File: src/rtl/led_share_arbiter.sv
// Round-robin arbiter that hands a shared 2-bit LED to one of four requesters,
// each driving its own pattern (off/solid/blink/alternate) for a minimum hold.

// First set request bit starting at ptr and wrapping upward.
module led_share_rr_pick #(
  parameter int N  = 4,
  parameter int IW = $clog2(N)
) (
  input  logic [N-1:0]  req,
  input  logic [IW-1:0] ptr,
  output logic          vld,
  output logic [IW-1:0] idx
);
  logic [IW-1:0] cand;

  always_comb begin
    vld  = |req;
    idx  = '0;
    cand = '0;
    // Walk from the farthest offset down so the closest hit to ptr wins.
    for (int k = N - 1; k >= 0; k--) begin
      cand = IW'((int'(ptr) + k) % N);
      if (req[cand]) idx = cand;
    end
  end
endmodule

module led_share_arbiter #(
  parameter int TICK_DIV   = 25_000_000,
  parameter int HOLD_TICKS = 8
) (
  input  logic       clk,
  input  logic       rst_n,
  input  logic [3:0] req,
  input  logic [7:0] mode,
  output logic [1:0] led,
  output logic [3:0] grant,
  output logic       busy
);
  localparam int NUM_REQ = 4;
  localparam int PTR_W   = $clog2(NUM_REQ);
  localparam int TICK_W  = $clog2(TICK_DIV);
  localparam int HOLD_W  = $clog2(HOLD_TICKS + 1);

  typedef enum logic {IDLE, SERVE} state_t;

  state_t              state_q, state_d;
  logic [PTR_W-1:0]    ptr_q, ptr_d;
  logic [PTR_W-1:0]    owner_q, owner_d;
  logic [NUM_REQ-1:0]  grant_q, grant_d;
  logic [1:0]          led_q, led_d;
  logic [1:0]          mode_q, mode_d;
  logic [HOLD_W-1:0]   hold_q, hold_d;
  logic [TICK_W-1:0]   tcnt_q;
  logic                tick;
  logic                pick_vld;
  logic [PTR_W-1:0]    pick_idx;

  function automatic logic [1:0] pattern_load(input logic [1:0] m);
    case (m)
      2'b00:   pattern_load = 2'b00;
      2'b01:   pattern_load = 2'b11;
      2'b10:   pattern_load = 2'b11;
      default: pattern_load = 2'b10;
    endcase
  endfunction

  function automatic logic [1:0] pattern_step(input logic [1:0] m, input logic [1:0] l);
    case (m)
      2'b10:   pattern_step = ~l;
      2'b11:   pattern_step = {l[0], l[1]};
      default: pattern_step = l;
    endcase
  endfunction

  // Free-running tick divider, independent of arbitration state.
  assign tick = (tcnt_q == TICK_W'(TICK_DIV - 1));

  always_ff @(posedge clk or negedge rst_n) begin
    if (!rst_n) tcnt_q <= '0;
    else if (tick) tcnt_q <= '0;
    else tcnt_q <= tcnt_q + TICK_W'(1);
  end

  led_share_rr_pick #(.N(NUM_REQ), .IW(PTR_W)) u_pick (
    .req (req),
    .ptr (ptr_q),
    .vld (pick_vld),
    .idx (pick_idx)
  );

  always_comb begin
    state_d = state_q;
    ptr_d   = ptr_q;
    owner_d = owner_q;
    grant_d = grant_q;
    led_d   = led_q;
    mode_d  = mode_q;
    hold_d  = hold_q;
    case (state_q)
      IDLE: begin
        if (pick_vld) begin
          state_d = SERVE;
          owner_d = pick_idx;
          grant_d = NUM_REQ'(1) << pick_idx;
          mode_d  = mode[{pick_idx, 1'b0} +: 2];
          led_d   = pattern_load(mode[{pick_idx, 1'b0} +: 2]);
          hold_d  = '0;
        end
      end
      SERVE: begin
        // Owner dropping its request beats any tick in the same cycle.
        if (!req[owner_q]) begin
          state_d = IDLE;
          grant_d = '0;
          led_d   = 2'b00;
          ptr_d   = owner_q + PTR_W'(1);
        end else if (tick) begin
          led_d = pattern_step(mode_q, led_q);
          if (hold_q == HOLD_W'(HOLD_TICKS - 1)) begin
            if (|(req & ~grant_q)) begin
              state_d = IDLE;
              grant_d = '0;
              led_d   = 2'b00;
              ptr_d   = owner_q + PTR_W'(1);
            end else begin
              hold_d = '0;
            end
          end else begin
            hold_d = hold_q + HOLD_W'(1);
          end
        end
      end
      default: state_d = IDLE;
    endcase
  end

  always_ff @(posedge clk or negedge rst_n) begin
    if (!rst_n) begin
      state_q <= IDLE;
      ptr_q   <= '0;
      owner_q <= '0;
      grant_q <= '0;
      led_q   <= 2'b00;
      mode_q  <= 2'b00;
      hold_q  <= '0;
    end else begin
      state_q <= state_d;
      ptr_q   <= ptr_d;
      owner_q <= owner_d;
      grant_q <= grant_d;
      led_q   <= led_d;
      mode_q  <= mode_d;
      hold_q  <= hold_d;
    end
  end

  assign led   = led_q;
  assign grant = grant_q;
  assign busy  = (state_q == SERVE);
endmodule

File: config.mk
export PLATFORM = sky130hd
export DESIGN_NAME = led_share_arbiter
export DESIGN_NICKNAME = d
export VERILOG_FILES = /design/src/rtl/led_share_arbiter.sv
export SDC_FILE = /design/constraint.sdc
export NUM_CORES = 1
export LEC_CHECK = 0
export CAP_MARGIN = 20
export CELL_PAD_IN_SITES_DETAIL_PLACEMENT = 1
export CELL_PAD_IN_SITES_GLOBAL_PLACEMENT = 2
export CORE_MARGIN = 8
export CORE_UTILIZATION = 33
export DETAILED_ROUTE_END_ITERATION = 12
export HOLD_SLACK_MARGIN = 0.08
export MAX_ROUTING_LAYER = met4
export PLACE_DENSITY = 0.79
export SLEW_MARGIN = 20
export SYNTH_ARGS = -nofsm -noshare
export SYNTH_HDL_FRONTEND = slang
export SYNTH_SLANG_ARGS = --single-unit
File: constraint.sdc
create_clock -name clk -period 2.1 [get_ports clk]
set_input_delay 0.315 -clock clk [delete_from_list [all_inputs] [get_ports clk]]
set_output_delay 0.315 -clock clk [all_outputs]
set_load 0.05 [all_outputs]
### After elaboration in Yosys (flattened, before gate mapping)

Index checks and enable logic that the tools add are counted.

| operators by class | value |
|---|---|
| $add $sub $neg | 6 |
| multipliers | 0 |
| div/mod/pow operators | 0 |
| order comparisons | 5 |
| equal/unequal tests | 16 |
| shift operators | 2 |
| multiplexer cells | 45 |
| bitwise operators | 4 |
| reduce and logical (&&, ||, !) cells | 9 |

Operator list:

| operator | count |
|---|---|
| 4-bit two-way mux | 10 |
| 2-bit two-way mux | 13 |
| 25-bit by 1-bit adder with 25-bit output (second input constant) | 1 |
| 25-bit equality test (second input constant) | 1 |
| 25-bit two-way mux | 1 |
| 4-bit case mux with 2 select lines | 2 |
| 2-bit by 3-bit less-than comparator with 1-bit output (second input constant) | 5 |
| 2-bit case mux with 2 select lines | 3 |
| 4-bit AND reduction | 3 |
| 1-bit binary-select mux with 2-bit select | 5 |
| 1-bit two-way mux | 10 |
| 2-bit by 1-bit inequality test with 1-bit output (second input constant) | 4 |
| 4-bit OR reduction | 2 |
| 8-bit by 4-bit indexed part select with 2-bit output | 1 |
| 2-bit equality test (second input constant) | 3 |
| 3-bit by 2-bit inequality test with 1-bit output (second input constant) | 2 |
| 3-bit inequality test (second input constant) | 2 |
| 2-bit by 1-bit adder with 2-bit output (second input constant) | 2 |
| 2-bit adder (second input constant) | 2 |
| 4-bit by 1-bit adder with 4-bit output (second input constant) | 1 |
| 4-bit AND | 1 |
| 4-bit by 3-bit equality test with 1-bit output (second input constant) | 1 |
| 2-bit inequality test (second input constant) | 2 |
| 4-bit inverter | 1 |
| 8 further kinds | 9 |

| storage, ports and cells | value |
|---|---|
| flip-flop bits (word level) | 42 |
| latch bits | 0 |
| memory bits (writable) | 0 |
| bits in read-only memories | 0 |
| input bits | 14 |
| output and inout bits | 7 |
| memories kept | 0 |

### Depth between registers and ports, before layout

Gate-level depths: netlist of the first run.

| depth | value |
|---|---|
| depth in word-level cells | 13 |
| mapped depth | 9 |
| depth with buffers taken out | 9 |

### Hierarchy

A second synthesis of the first run with hierarchy kept.

| second synthesis, totals | value |
|---|---|
| cells, all modules | 232 |
| area, all modules | 2351.0 um2 |

Modules (own cells, without submodules):

| module | instances | cells an instance | area an instance (um2) | sequential area each (um2) |
|---|---|---|---|---|
| led_share_arbiter | 1 | 219 | 2273.4 | 1051.0 |
| led_share_rr_pick | 1 | 13 | 77.6 | 0.0 |

### Worst setup path before layout of the first run

OpenSTA, ideal clock, no wires.

| timing | value |
|---|---|
| path type | reg2reg |
| start | register ptr_q[1] |
| end | register led_q[0], in the netlist led[0] |
| library setup time | 0.125 ns |
| arrival time | 1.955 ns |
| required time | 1.975 ns |
| path slack | 0.020 ns |
| stages on the path, launching flop included | 10 |
| path buffers | 0 |
| path through | dfrtp_1 > nand2_1 > nand3_1 > a21oi_2 > mux2i_1 > mux2_2 > ha_1 > inv_1 > o22ai_1 > mux2_2 |

| on the way | value |
|---|---|
| cells in the longest elaborated chain, start to end | 13 |
| elaborated cells between the ends (all ways) | 23 |
| those cells by class | add/sub (3); eq/ne (2); shift (1); mux (15); reduce/logical (2) |

Ends and longest elaborated chain:

| item | line | text |
|---|---|---|
| start: declaration | 48 | `logic [PTR_W-1:0] ptr_q, ptr_d;` |
| start signal: assignment | 149 | `ptr_q <= ptr_d;` |
| 2-bit adder | 22 | `cand = IW'((int'(ptr) + k) % N);` |
| 1-bit binary-select mux with 2-bit select | 23 | `if (req[cand]) idx = cand;` |
| 1-bit two-way mux (not written as such) | 23 |  |
| 2-bit two-way mux (3 in a row) | 23 |  |
| 2-bit two-way mux * | 23 |  |
| 8-bit by 4-bit indexed part select with 2-bit output * | 107 | `led_d = pattern_load(mode[{pick_idx, 1'b0} +: 2]);` |
| 2-bit equality test / 2-bit by 1-bit equality test with 1-bit output (equally long branches) | 60 | `case (m)` |
| 2-bit OR reduction (no line) | -- |  |
| 2-bit case mux with 2 select lines * | 60 |  |
| 2-bit two-way mux * | 102 | `if (pick_vld) begin` |
| 2-bit case mux with 2 select lines * | 100 | `case (state_q)` |
| end signal: assignment | 152 | `led_q <= led_d;` |
| end: declaration | 51 | `logic [1:0] led_q, led_d;` |

Mark *: on every way between the ends. The rest lies on a longest branch, timed or not. The select of a mux whose other input is x is not followed.
A chain may end at the register's enable or synchronous reset.

### Worst setup path after layout of the first run

Same ends and word-level chain as after synthesis.

==> results.toml, run 1 <==
[finish]
num_antenna_cells = 0
layout.nets = 318
n_fill_cell = 848
synthToLayoutAreaGrowth_pct = 33.0
final_cell_mix = "41 x dfrtp_1, 41 x buf_4, 31 x nand2_1"
final_util_pct = 45.6
drive_gt1_share_pct = 25.5
final_area_um2 = 3110

[detailed_routing]
wl_met2_um = 2920
vias = 1948
drcViolationCount = 0
wire_per_inst_um = 14.7
met3_length_um = 147
wirelength_um = 5830
drt_iter0_drc = 39
antenna_left = 0
top_layer = "met4"
firstDrtPassIters = 4
avgViaCountPerCell = 4.89
met1_length_um = 2720

[power_and_ir_drop]
power.total_mw = 3.06
powerDensity_nw_per_um2 = 983
leakage_nw = 1.37
peakVddDrop_uv = 294

[global_routing]
grt_pass1_wl_um = 10500
grt_max_degree = 23
grt_pass1_vias = 2186
grtUsageTotal_pct = 13.3
antenna_found_initial = 0
gr-total-overflow = 0

[floorplanning]
io-pin-count = 21
chipHeight_um = 100
num_rows = 30
dieWidth_um = 100
die_area_um2 = 10000
core_area_um2 = 6830
initial_core_util_pct = 34.3

[logic_synthesis]
synth_edf_count = 0
netlist_instances = 238
synth_seq_cells = 42
synthDistinctLibCells = 49
synth_compound_area_share_pct = 9.25
avgSynthCellArea_um2 = 9.84
synthAdderAreaFrac_pct = 1.60
yosys-mux-area-fraction_pct = 7.22
synth-xor-area-share_pct = 7.11
syn_area_um2 = 2340
synth.yosys.seq_area_share_pct = 44.9
synth_top_family_by_area = "simple AND/OR/NAND/NOR gates"
syn_nets = 255
synthArstFlopShare_pct = 100
synthFlopType = "dfrtp_1"
synth_simple_gate_area_share_pct = 27.4
yosys_warnings = 0

[place]
port_buffers = 20
dpl.hpwl_um = 4520
placed_area_um2 = 2910
gp_congestion = 0.773

[timing]
clock_skew_ns = 0.00618
rsz0062_at_grt = "yes"
tightestPinTransition_ns = 0.516
finalWorstSetupSlack_ns = -0.00528
drv_slew = 0
period_minus_slack_ns = 2.11
hold_viol_final = 0
hold_slack_ns = 0.487
finalSetupTns_ns = -0.00528
slew_headroom_pct = 65.5
setup_viol = 1
finalCritPeriodShare_pct = 100
fmax_mhz = 475

[worst_setup_path]
cp-start-kind = "flip-flop"
critPathSlowestCell = "dfrtp_2"
reg2reg_to = "led[0]"
cp.required_ns = 2.29
end_kind = "flip-flop"
worstSetupPathType = "flip-flop to flip-flop"
timing.rr.start = "ptr_q[1]"
cp.arrival_ns = 2.29
path_delay_family = "multiplexers"
cp_num_buf_inv = 1
r2r.worst_path.cells = 9
rrSetupSlack_ns = -0.005
path_cells = "nand2_2 -> nand3_2 -> a21oi_4 -> mux2i_2 -> mux2_4 -> ha_1 -> inv_1 -> o22ai_1 -> mux2_2"
cp_max_fo = 5
critPathMaxStageDelay_ns = 0.45

[clock_tree]
clock_sinks = 42
cts_tree = "yes"
root_buffer = "clkbuf_8"
htreeDepth = 2
clock_latency_ns = 0.29
clk_pin_slew_ns = 0.08
cts_buffer_depth = 2
cts_inserted_buffers = 5

[run_status]
outcome = "finished, violations left"
violations = "negative setup slack"

[run]
drv_cap = 0

[hold_path]
hold_end = "tcnt_q[22]"
worstHoldPathCells = 1
worstHoldStart = "tcnt_q[22]"
hp-class = "flip-flop to flip-flop"
[report_power, final]
group          switching [mW]  internal (mW)
logic                   0.707          0.610
clock network           0.284          0.355
registers               0.163          0.942
total                    1.15           1.91
[layout make-up]
class                      instances  area (um2)  area share, %
tap                               96         120           3.86
multi-input combinational        183        1280           41.2
sequential                        42        1050           33.8
clock inverter                     2        37.5           1.21
inverter                           7        26.3          0.844
timing repair buffer              62         522           16.8
clock buffer                       6        72.6           2.33
[synth_stat cells, drive strengths merged, types with 7 or more instances]
| library cell | count | area share, % |
|---|---|---|
| dfrtp | 42 | 45 |
| nand4 | 8 | 2.1 |
| inv | 7 | 1.1 |
| o21ai | 7 | 1.5 |
| nand3 | 15 | 3.7 |
| xnor2 | 7 | 2.6 |
| and2 | 7 | 2.0 |
| a21oi | 9 | 2.1 |
| nand2 | 32 | 5.1 |
| mux2i | 9 | 3.8 |
| xor2 | 12 | 4.5 |
| nor2 | 16 | 2.6 |
[worst max-delay path by stage]
stage                        start         to  cells past startpoint
after floorplan           ptr_q[1]     led[0]                      9
after global placement      req[3]  hold_q[2]                      8
after detailed placement    req[1]     led[0]                     10
after CTS                 ptr_q[1]     led[0]                      9
after global routing      ptr_q[1]     led[0]                      9
final                     ptr_q[1]     led[0]                      9
[state kept, by name, summed over array words and instances, names as in the netlist]
| signal | flops |
|---|---|
| hold_q | 4 |
| led | 2 |
| tcnt_q | 25 |
| busy | 1 |
| owner_q | 2 |
| ptr_q | 2 |
| mode_q | 2 |
| grant | 4 |
[layer usage]
metal	global-route usage, %	vias up
met3	2.98	4
met1	15.9	953
met4	3.49	0
li1	-	973
met2	22.1	18
met5	-	-
[kinds of logic after synthesis]
| kind of cell | Yosys count |
|---|---|
| buffers and inverters | 13 |
| flip-flops | 42 |
| multiplexers | 15 |
| AND/OR/NAND/NOR | 114 |
| AO/OA/AOI/OAI | 32 |
| XOR/XNOR | 19 |
| adder cells (fa/ha/maj) | 3 |
[metrics by stage]
| step | setup WS, ns | std cells |
|---|---|---|
| 2_1_floorplan | 0.0202 | 238 |
| 3_3_place_gp | -0.382 | 385 |
| 3_5_place_dp | -0.490 | 385 |
| 4_1_cts | -0.0361 | 397 |
| 5_1_grt | -0.111 | 398 |
| 6_report | -0.00528 | 398 |
[what timing repair did]
action	4_1_cts	5_1_grt
setup buffers	3	1
pin swaps	3	3
gates resized for setup	11	5
endpoints found under the setup margin	8	8
hold endpoints to repair	20	0
hold buffers	1	0
Note: power is estimated with default switching activity, not from simulation.
==> run 2, diff against run 1 <==
--- a/config.mk
+++ b/config.mk
@@ -13,8 +13,9 @@
 export DETAILED_ROUTE_END_ITERATION = 12
 export HOLD_SLACK_MARGIN = 0.08
 export MAX_ROUTING_LAYER = met4
-export PLACE_DENSITY = 0.79
+export PLACE_DENSITY = 0.78
 export SLEW_MARGIN = 20
 export SYNTH_ARGS = -nofsm -noshare
 export SYNTH_HDL_FRONTEND = slang
+export SYNTH_HIERARCHICAL = 1
 export SYNTH_SLANG_ARGS = --single-unit
==> run 2 against run 1 <==
Effect of this change: the run still ends with negative setup slack left; hold slack worse by 0.0013 ns; largest cell class unchanged; maximum frequency shrank 3.1%; flip-flop and latch count is the same; largest power group unchanged; critical endpoint is now led[1].
==> results.toml, run 2 <==
[run_status]
outcome = "finished, violations left"
violations = "negative setup slack"

[worst_setup_path]
cp.required_ns = 2.28
cp_max_fo = 5
cp-start-kind = "flip-flop"
end_kind = "flip-flop"
cp.arrival_ns = 2.35
rrSetupSlack_ns = -0.07
r2r.worst_path.cells = 9
timing.rr.start = "ptr_q[1]"
reg2reg_to = "led[1]"
worstSetupPathType = "flip-flop to flip-flop"

[power_and_ir_drop]
power_frac_clock_pct = 21.1
power.total_mw = 3.05
combPwrFrac_pct = 42.5
peakVddDrop_uv = 278
powerDensity_nw_per_um2 = 1020
internal-power_mw = 1.93
power_frac_seq_pct = 36.4
leakage_nw = 1.34
p_sw_share_pct = 36.9
p_switching_mw = 1.13

[timing]
finalCritPeriodShare_pct = 103
finalSetupTns_ns = -0.119
drv_slew = 0
hold_viol_final = 0
setup_viol = 2
slew_headroom_pct = 65.5
tightestPinTransition_ns = 0.513
period_minus_slack_ns = 2.17
finalWorstSetupSlack_ns = -0.0717
fmax_mhz = 460
clock_skew_ns = 0.0103
rsz0062_at_grt = "yes"

[logic_synthesis]
syn_nets = 249
synthDistinctLibCells = 49
synth_edf_count = 0
synthDominantCellAreaShare_pct = 44.7
avgSynthCellArea_um2 = 10.1
netlist_instances = 232
synth_area_leaders = "dfrtp_1 45%, xnor2_1 4.1%, nor2_1 3.8%"
yosys_warnings = 6
synth.yosys.seq_area_share_pct = 44.7
synthArstFlopShare_pct = 100
synth_seq_cells = 42
synthFlopType = "dfrtp_1"
yosysTopAreaCell = "dfrtp_1"
syn_area_um2 = 2350
synthTopCellsByCount = "42 x dfrtp_1, 24 x nor2_1, 15 x nand2_1"
yosysMostFrequentCell = "dfrtp_1"

[global_routing]
grt_pass1_wl_um = 10000
antenna_found_initial = 0
grt_max_degree = 23
grt_pass1_vias = 2021
grtUsageTotal_pct = 12.7
gr-total-overflow = 0

[detailed_routing]
avgViaCountPerCell = 5.03
vias = 1885
wire_per_inst_um = 15.7
antenna_left = 0
drcViolationCount = 0
wirelength_um = 5870
drt_iter0_drc = 48
firstDrtPassIters = 4

[floorplanning]
dieWidth_um = 100
die_area_um2 = 10100
initial_core_util_pct = 34.4
core_area_um2 = 6830
chipHeight_um = 100
num_rows = 30
io-pin-count = 21

[finish]
layout.nets = 295
synthToLayoutAreaGrowth_pct = 27.3
final_cell_mix = "42 x dfrtp_1, 26 x buf_4, 24 x nor2_1"
final_cell_count_no_fill = 375
largest_register_ffs = 25
top_register = "tcnt_q"
drive_gt1_share_pct = 21.9
num_antenna_cells = 0
final_util_pct = 43.8
layout_commonest_cell = "dfrtp_1"

[place]
dp_cells = 362
gp_congestion = 0.830
port_buffers = 20
dpl.hpwl_um = 4280
dpl_worst_slack_ns = -0.377

[clock_tree]
root_buffer = "clkbuf_8"
htreeDepth = 2
cts_inserted_buffers = 5
clock_sinks = 42
clk_pin_slew_ns = 0.08
cts_buffer_depth = 2
cts_tree = "yes"
clock_latency_ns = 0.30

[hold_path]
worstHoldPathCells = 1
hp-class = "flip-flop to flip-flop"
hold_end = "tcnt_q[0]"
worstHoldStart = "tcnt_q[0]"

[run]
drv_cap = 0
run 2: critical path, stage by stage (launching register included):
cell and delay, ns:
dfrtp_1 0.45, nand2b_4 0.17, a21oi_4 0.05, a211oi_2 0.14
buf_4 0.17, mux4_2 0.51, inv_2 0.10, ha_4 0.12
o2bb2ai_1 0.05, mux2_4 0.28
run 2: final cells by class:
class	count	area [um2]
clock buffers	5	68.8
clock inverters	3	40.0
fillers	778	3840
inverters	13	48.8
multi-input cells	169	1260
flip-flops and latches	42	1050
well taps	96	120
repair buffers	47	408
run 2: layer usage:
layer / track usage (%) / part of all wire (%) / vias to the layer above
li1: - / - / 911
met1: 15.9 / 48 / 945
met2: 20.1 / 49 / 23
met3: 2.56 / 2.1 / 6
met4: 4.07 / 1.2 / 0
met5: - / 0 / -
run 2: how the worst max path moves through the flow:
stage / from / endpoint / slack [ns] / cells past startpoint
3_5_place_dp: req[3] / led[1] / -0.38 / 9
4_1_cts: ptr_q[1] / led[1] / 0.02 / 9
6_report: ptr_q[1] / led[1] / -0.07 / 9
3_3_place_gp: req[3] / led[1] / -0.35 / 9
5_1_grt: ptr_q[1] / led[0] / -0.18 / 9
2_1_floorplan: ptr_q[1] / led[1] / 0.04 / 8
run 2: cell families after synthesis:
| logic type | count (synthesis) | synth area share [%] |
|---|---|---|
| and+or+nand+nor | 100 | 25.4 |
| DFF | 42 | 44.7 |
| AOI/OAI and AO/OA | 33 | 9.58 |
| xor gates and xnor gates | 21 | 7.82 |
| buffers and inverters | 21 | 3.83 |
| muxes | 12 | 7.08 |
| adders and majority gates | 3 | 1.60 |
run 2: metrics by stage:
| stage | cell area (um2) | hold WS [ns] |
|---|---|---|
| final | 2990 | 0.485 |
| after global routing | 2990 | 0.520 |
| after CTS | 2930 | 0.493 |
| after detailed placement | 2800 | 0.320 |
| after global placement | 2800 | 0.314 |
| after floorplan | 2350 | 0.0194 |
run 2: what timing repair did:
| action | 4_1_cts | 5_1_grt |
|---|---|---|
| pin swaps | 1 | 2 |
| hold endpoints to repair | 20 | 0 |
| setup buffers | 2 | 2 |
| gates resized for setup | 3 | 9 |
| cloned | 0 | 0 |
| endpoints found under the setup margin | 2 | 3 |
| hold buffers | 1 | 0 |
run 2: power by group through the flow:
stage | Combinational [mW] | Clock, mW | Sequential, mW
2_1_floorplan | 0.599 | 0 | 1.26
3_3_place_gp | 1.17 | 0 | 1.12
3_5_place_dp | 1.18 | 0 | 1.12
4_1_cts | 1.21 | 0.662 | 1.11
5_1_grt | 1.41 | 0.696 | 1.14
6_report | 1.30 | 0.644 | 1.11
==> run 3, diff against run 2 <==
--- a/config.mk
+++ b/config.mk
@@ -14,6 +14,7 @@
 export HOLD_SLACK_MARGIN = 0.08
 export MAX_ROUTING_LAYER = met4
 export PLACE_DENSITY = 0.78
+export SKIP_CTS_REPAIR_TIMING = 1
 export SLEW_MARGIN = 20
 export SYNTH_ARGS = -nofsm -noshare
 export SYNTH_HDL_FRONTEND = slang
==> run 3 against run 2 <==
Effect of this change: the run still ends with negative setup slack left; register-to-register slack better by 0.03 ns; core utilization is 0.16 points lower; combinational power is 4% lower; sequential share of layout area is 0.13 points higher; cell count is 0.53% lower; flip-flop and latch count stayed put; count of clock-buffer cells in the layout stayed put; wire length is 2.0% lower; first-iteration DRC count stayed put; critical path type unchanged; critical endpoint unchanged; highest routed layer unchanged.
==> results.toml, run 3 (same netlist as run 2, synthesis figures left out) <==
[worst_setup_path]
critPathSlowestCell = "mux4_2"
cp-start-kind = "flip-flop"
end_kind = "flip-flop"
cp.arrival_ns = 2.33
critPathMaxStageDelay_ns = 0.51
cp.required_ns = 2.28
cp_max_fo = 5
worstSetupPathType = "flip-flop to flip-flop"
path_cells = "nand2b_4 -> a21oi_4 -> a211oi_2 -> buf_4 -> mux4_2 -> inv_2 -> ha_4 -> o2bb2ai_1 -> mux2_2"

[place]
dpl_worst_slack_ns = -0.377
dpl.hpwl_um = 4280
port_buffers = 20
placed_area_um2 = 2800
dp_cells = 362
gp_congestion = 0.830

[detailed_routing]
vias = 1867
wirelength_um = 5750
antenna_left = 0
drcViolationCount = 0
firstDrtPassIters = 4
drt_iter0_drc = 48
avgViaCountPerCell = 5.01
wire_per_inst_um = 15.4

[run_status]
outcome = "finished, violations left"
violations = "negative setup slack"

[floorplanning]
dieWidth_um = 100
initial_core_util_pct = 34.4
chipHeight_um = 100
io-pin-count = 21
die_area_um2 = 10100
core_area_um2 = 6830
num_rows = 30

[timing]
finalWorstSetupSlack_ns = -0.0447
drv_slew = 0
finalCritPeriodShare_pct = 102
tightestPinTransition_ns = 0.510
fmax_mhz = 466
hold_viol_final = 0
setup_viol = 2
finalSetupTns_ns = -0.0874
slew_headroom_pct = 65.7
period_minus_slack_ns = 2.14
rsz0062_at_grt = "yes"
clock_skew_ns = 0.0107

[hold_path]
hp-class = "flip-flop to flip-flop"

[clock_tree]
clock_sinks = 42
clk_pin_slew_ns = 0.08
clock_latency_ns = 0.30
cts_buffer_depth = 2
root_buffer = "clkbuf_8"
cts_inserted_buffers = 5
htreeDepth = 2
cts_tree = "yes"

[power_and_ir_drop]
leakage_nw = 1.34
peakVddDrop_uv = 274
power_frac_seq_pct = 36.9
combPwrFrac_pct = 41.6
power.total_mw = 3.01
internal-power_mw = 1.90
power_frac_clock_pct = 21.5
p_sw_share_pct = 36.9
p_switching_mw = 1.11
powerDensity_nw_per_um2 = 1010

[run]
drv_cap = 0

[finish]
final_area_um2 = 2980
largest_register_ffs = 25
layout_commonest_cell = "dfrtp_1"
final_cell_count_no_fill = 373
synthToLayoutAreaGrowth_pct = 26.8
final_cell_mix = "42 x dfrtp_1, 24 x nor2_1, 24 x buf_4"
layout.nets = 293
num_antenna_cells = 0
top_register = "tcnt_q"
drive_gt1_share_pct = 21.3

[global_routing]
grt_pass1_wl_um = 9940
gr-total-overflow = 0
grt_max_degree = 23
grt_pass1_vias = 1997
antenna_found_initial = 0
grtUsageTotal_pct = 12.6
## run 3: cell types whose count changed in the layout (fill, tap and decap cells not counted)
cell,change
mux2_4,-1
buf_4,-2
dlygate4sd2_1,-2
mux2_2,+1
dlymetal6s2s_1,+2
## run 3: final timing paths
kind,start,end,slack [ns],cells after the start
max reg2reg,ptr_q[1],led[1],-0.04,9
max in group asynchronous,rst_n,grant[3],1.08,3
min,tcnt_q[0],tcnt_q[0],0.49,1
min reg2reg,tcnt_q[0],tcnt_q[0],0.49,1
min in group asynchronous,rst_n,tcnt_q[15],0.51,2
max,ptr_q[1],led[1],-0.04,9
## run 3: metal layers
layer / up-vias / share of wire, % / GRT usage, %
met4: 0 / 0.96 / 4.07
li1: 907 / - / -
met3: 4 / 2.0 / 2.56
met1: 938 / 48 / 15.8
met5: - / 0 / -
met2: 18 / 49 / 19.9
## run 3: stage by stage
| stage | utilization (%) | hold slack (ns) |
|---|---|---|
| floorplan | - | 0.0194 |
| global placement | 41.0 | 0.314 |
| detailed placement | 41.0 | 0.320 |
| CTS | 42.6 | -0.0102 |
| global route | 43.6 | 0.520 |
| finish | 43.6 | 0.485 |
## run 3: layout make-up
cell class	count	area (um2)
clock buffers	5	68.8
inverters	13	48.8
repair buffers	45	400
clock inverters	3	40.0
fillers	778	3850
well taps	96	120
flip-flops and latches	42	1050
multi-input cells	169	1250
## run 3: critical path: cells and delay by family, from the launching register on
family          cells  cell delay, ns
compound gates      3            0.24
fa+ha+maj           1            0.13
flops               1            0.44
mux                 2            0.78
buf+inv             2            0.28
simple gates        1            0.17
## run 3: power by group through the flow
stage / registers (mW) / logic (mW) / clock network [mW]
after floorplan: 1.26 / 0.599 / 0
after global placement: 1.12 / 1.17 / 0
after detailed placement: 1.12 / 1.18 / 0
after CTS: 1.11 / 1.18 / 0.662
after global routing: 1.13 / 1.36 / 0.696
final: 1.11 / 1.25 / 0.646
